**src/rtl/hazard_scoreboard.sv**
```systemverilog
// ID-stage hazard scoreboard: per-register countdown of in-flight writes,
// raising RAW, branch-operand and WAW stall requests for the instruction in ID.
module hazard_scoreboard #(
  parameter int unsigned NUM_REGS    = 32,
  parameter int unsigned REG_W       = 5,
  parameter int unsigned LAT_W       = 3,
  parameter int unsigned BR_EXTRA    = 1,
  parameter int unsigned STORE_SLACK = 1,
  parameter logic [6:0]  STORE       = 7'b0100011,
  parameter logic [6:0]  BRANCH      = 7'b1100011
) (
  input  logic                clk,
  input  logic                arst_n,
  input  logic                id_valid,
  input  logic                id_flush,
  input  logic [6:0]          id_opcode,
  input  logic [REG_W-1:0]    id_rs1,
  input  logic [REG_W-1:0]    id_rs2,
  input  logic                id_use_rs1,
  input  logic                id_use_rs2,
  input  logic [REG_W-1:0]    id_rd,
  input  logic                id_reg_write,
  input  logic [LAT_W-1:0]    id_latency,
  output logic                hazard,
  output logic [2:0]          hazard_cause,
  output logic [NUM_REGS-1:0] pending
);

  localparam int unsigned      CNT_W     = LAT_W + 1;
  localparam int unsigned      DEPTH     = 1 << REG_W;
  localparam logic [CNT_W-1:0] BR_LIM    = CNT_W'(BR_EXTRA);
  localparam logic [CNT_W-1:0] CNT_ONE   = CNT_W'(1);
  localparam logic [31:0]      STORE_LIM = 32'(BR_EXTRA + STORE_SLACK);

  // Storage spans every encodable index so lookups never go out of range;
  // entries 0 and >= NUM_REGS are held at zero.
  logic [CNT_W-1:0] cnt     [DEPTH];
  logic [CNT_W-1:0] cnt_nxt [DEPTH];

  logic [CNT_W-1:0] cnt_rs1, cnt_rs2, cnt_rd, wr_val;
  logic             act, issue, use1, use2, is_store, is_branch;
  logic             raw, br, waw;

  always_comb begin
    act       = id_valid & ~id_flush;
    use1      = id_use_rs1 && (id_rs1 != '0);
    use2      = id_use_rs2 && (id_rs2 != '0);
    is_store  = (id_opcode == STORE);
    is_branch = (id_opcode == BRANCH);
    cnt_rs1   = cnt[id_rs1];
    cnt_rs2   = cnt[id_rs2];
    cnt_rd    = cnt[id_rd];
    wr_val    = CNT_W'(id_latency) + BR_LIM;

    // A store's data operand is forwarded in MEM, so it tolerates extra wait.
    raw = (use1 && (cnt_rs1 > BR_LIM)) ||
          (use2 && (is_store ? (32'(cnt_rs2) > STORE_LIM) : (cnt_rs2 > BR_LIM)));
    br  = is_branch && ((use1 && (cnt_rs1 != '0)) || (use2 && (cnt_rs2 != '0)));
    waw = id_reg_write && (id_rd != '0) && (cnt_rd > wr_val);

    hazard_cause = act ? {waw, br, raw} : 3'b000;
    hazard       = |hazard_cause;
    issue        = act & ~hazard;
  end

  // A fresh issue overrides the running countdown; otherwise count down to zero.
  always_comb begin
    for (int unsigned r = 0; r < DEPTH; r++) begin
      cnt_nxt[r] = '0;
      if ((r != 0) && (r < NUM_REGS)) begin
        if (issue && id_reg_write && (id_rd == REG_W'(r)))
          cnt_nxt[r] = wr_val;
        else if (cnt[r] != '0)
          cnt_nxt[r] = cnt[r] - CNT_ONE;
      end
    end
  end

  always_ff @(posedge clk or negedge arst_n) begin
    if (!arst_n) begin
      for (int unsigned r = 0; r < DEPTH; r++) cnt[r] <= '0;
    end else begin
      for (int unsigned r = 0; r < DEPTH; r++) cnt[r] <= cnt_nxt[r];
    end
  end

  always_comb begin
    for (int unsigned r = 0; r < NUM_REGS; r++) pending[r] = (cnt[r] != '0);
  end

endmodule

```
**config.mk**
```make
export PLATFORM = sky130hd
export DESIGN_NAME = hazard_scoreboard
export DESIGN_NICKNAME = d
export VERILOG_FILES = /design/src/rtl/hazard_scoreboard.sv
export SDC_FILE = /design/constraint.sdc
export NUM_CORES = 1
export LEC_CHECK = 0
export CAP_MARGIN = 10
export CORE_ASPECT_RATIO = 1.4
export CORE_MARGIN = 5
export CORE_UTILIZATION = 43
export CTS_BUF_LIST = sky130_fd_sc_hd__clkbuf_4 sky130_fd_sc_hd__clkbuf_8
export CTS_CLUSTER_SIZE = 12
export DETAILED_ROUTE_END_ITERATION = 16
export MAX_ROUTING_LAYER = met4
export SLEW_MARGIN = 20
export SYNTH_ARGS = -nofsm -noshare
export SYNTH_HDL_FRONTEND = slang
export SYNTH_SLANG_ARGS = --single-unit
export TNS_END_PERCENT = 5
```
**constraint.sdc**
```tcl
create_clock -name clk -period 14.35 [get_ports clk]
set_input_delay 4.305 -clock clk [delete_from_list [all_inputs] [get_ports clk]]
set_output_delay 4.305 -clock clk [all_outputs]
set_load 0.02 [all_outputs]
```
==> impl_results.md <==
* Kind of critical path: input port to output port
* Fin nets at 997
* Largest net degree at the start of global routing at 66
* Reg clk slew, reported paths at 0.07 ns
* Main area contributors after synthesis: dfrtp_1 31%, mux4_2 14%, mux2i_1 11%
* Busiest grt layer: met2
* Worst Clk Skew at 0.0203 ns
* Cell Pwr Density at 80.4 nW/um^2
* GRT Util Overall at 24.3%
* Vias post-DR at 8064
* Met1 Use GR at 26.7%
* Yosys warns at 0
* Critical path cell sequence: clkdlybuf4s50_1, nor2_2, nand3_1, o21ai_0, a211oi_1, a21oi_1, ha_1, nor2b_1, o21a_1, o21a_1, o221ai_1, and2_0, a32o_4, nand2b_1, clkdlybuf4s50_1
* Setup violations, final at 0
* Leakage at 5.19 nW
* Drt via density at 6.30
* CP Launch Type: input port
* CP max stage cell: clkdlybuf4s50_1
* Max-slew violation count at 0
* Post-synth top area share at 31.1%
* Clock latency at the later pin of the worst-skew pair at 0.49 ns
* Syn Nets at 951
* First DRT Iteration DRCs at 717
* Root Buffer: clkbuf_8
* DP Worst Slack at 1.29 ns
* Hold/Removal Path Class: register to register
* Number of flops mapped to enable cells by yosys at 0
* PnR worst setup slack at 1.52 ns
* PostCTS Resize Cnt at 0
* Combinational power share at 21.0%
* Synth area leader: dfrtp_1
* DIE WIDTH at 139 microns
* Synthesized area at 9980 sq um
* RD Place Congestion at 0.962
* Endpoint type of the worst setup path: output port
* Post-CTS setup buffers at 0
* Least-Margin Pin Slew at 1.12 ns
* ANT nets after route at 0
* DR pass1 iterations at 5
* Met2 global-route usage at 43.1%
* Cell family with most CP delay: buffers and inverters
* Worst r2r src: cnt[109]$_DFF_PN0_
* DP HPWL at 22400 microns
* Max Cap Viol at 0
* CTS H-Tree Depth at 4
* Worst Path Buf+Inv at 2
* Slew Limit Headroom at 24.8%
* Layout cells sized above 1 at 24.1%
* Seq pwr share at 41.8%
* Die area at 26400 sq um
* Met3 Usage GRT at 3.89%
* Sink Count at 124
* Top cells by count, synth: 124 x dfrtp_1, 110 x mux2i_1, 70 x o21ai_0, 62 x nor2_1, 60 x mux4_2
* Yosys reg bits at 124
* Cell variety after synth at 68
* Max incr delay on CP at 0.81 ns
* Synthesized instance count at 914
* Die Y at 190 microns
* IO Pins at 68
* Final period util at 89.4%
* Cell with the most instances after synthesis: dfrtp_1
* RSZ-0062 raised after global routing: no
* Post-route DRC at 0
* Final hold vios at 0
* Status: finished clean
* Initial Utilization at 43.3%
* Net Sw Power at 275 uW
* CTS tree: built
* Number of global-route vias before repair at 8108
* Clk buf depth at 2
* Final setup TNS at 0 ns
* Req. time, crit path at 10.05 ns
* DR WL/cell at 24.1 microns
* Initial antenna violation count at 1
* Site row count at 66
* Total gr overflow at 0
* Crit. Startpoint: id_rd[2]
* Port buffer count at 66
* Crit Path Max Fanout at 15
* P&R area growth vs syn at 12.3%
* Sw frac at 30.5%
* WL final at 30900 microns
* Top flop regs: cnt x124
* CTS Buf Count at 17
* Arrival @ worst endpoint at 8.52 ns
* Tmin final at 12.83 ns
* Worst VDD drop at 0.0543 mV
* Top reg by flops: cnt
* Cts hold-fix bufs at 0
* Sequential area share after synthesis at 31.1%
* Core Area at 23000 sq um
* Hold path startpoint: cnt[31]$_DFF_PN0_
* Global-route wire length before repair at 48100 microns
* FMAX at 78.0 MHz
* Ys flop type: dfrtp_1
* Fillers at 2085
* Internal power at 626 uW
* Avg Inst Size Synth at 10.9 sq um
* Hold_ws at 0.620 ns
* Fraction of registers with async set/reset at 100%
* Max reg flops at 124
* Clock network power share at 37.1%
* Post-layout power at 901 uW
==> final cells by class <==
cell class                 instances  area [sq um]  share of cell area, %
multi-input combinational        725          6500                   58.0
sequential                       124          3100                   27.7
timing repair buffer              82           761                   6.79
tap                              306           383                   3.42
clock buffer                      23           298                   2.66
clock inverter                     8           115                   1.03
inverter                          10          40.0                  0.357
antenna                            1          2.50                 0.0223
==> cell families after synthesis <==
group	share of synthesized area (%)
flip-flops	31.1
adder cells (fa/ha/maj)	0.627
XOR/XNOR	0.0878
other	0.0376
buffers and inverters	3.81
AO/OA/AOI/OAI	9.54
multiplexers	32.4
AND/OR/NAND/NOR	22.4
==> per-layer routing <==
metal | part of all wire (%) | wire length [microns] | vias up
met5 | 0 | 0 | -
met4 | 4.6 | 1420 | 0
met3 | 5.1 | 1570 | 94
met2 | 53 | 16300 | 317
met1 | 37 | 11600 | 4069
li1 | - | - | 3584
==> worst paths after layout <==
path	endpoint	slack, ns	cells past startpoint
worst max register to register	cnt[121]$_DFF_PN0_	9.20	14
min in group asynchronous	cnt[109]$_DFF_PN0_	3.90	1
worst min register to register	cnt[31]$_DFF_PN0_	0.62	2
worst max-delay path	hazard	1.52	15
worst min-delay path	cnt[31]$_DFF_PN0_	0.62	2
max in group asynchronous	cnt[47]$_DFF_PN0_	9.05	2
==> worst reg2reg max path, cell delays in order (launching register included) <==
cell and delay, ns:
dfrtp_1 0.46, mux4_2 0.48, mux4_2 0.46, a211oi_1 0.22, a21oi_1 0.07, ha_1 0.32, nor2b_1 0.13, o21a_1 0.17
o21a_1 0.16, o221ai_1 0.40, and2_0 0.23, a32o_4 0.21, buf_4 0.66, nand4_1 0.61, mux2_2 0.46
==> stage by stage <==
| step | cells | util [%] | cell area, sq um |
|---|---|---|---|
| detailed placement | 1247 | 46.8 | 10800 |
| global placement | 1247 | 46.8 | 10800 |
| finish | 1279 | 48.6 | 11200 |
| CTS | 1278 | 48.6 | 11200 |
| global route | 1279 | 48.6 | 11200 |
| floorplan | 914 | - | 9980 |
==> cell usage in the layout, fill, tap and decap left out, types with 8 or more instances in the layout <==
cell,n
dfrtp_1,124
mux2_1,13
nand3_1,13
or3_1,27
o21ai_0,70
clkdlybuf4s50_1,61
a21oi_1,42
or2_2,42
clkbuf_8,20
nor3_1,31
buf_4,18
inv_1,8
nor3b_1,32
mux4_2,60
nand2_1,48
nand2b_1,17
mux2_2,13
nor2b_1,11
nand4_4,28
nor2_1,62
mux2_4,29
mux2i_1,110
==> power by group through the flow <==
| stage | Sequential [mW] | Combinational [mW] | Clock, mW |
|---|---|---|---|
| after floorplan | 0.375 | 0.126 | 0 |
| after global placement | 0.383 | 0.187 | 0 |
| after detailed placement | 0.382 | 0.189 | 0 |
| after CTS | 0.376 | 0.190 | 0.342 |
| after global routing | 0.378 | 0.202 | 0.355 |
| final | 0.377 | 0.189 | 0.334 |
(Power assumes the default switching activity.)
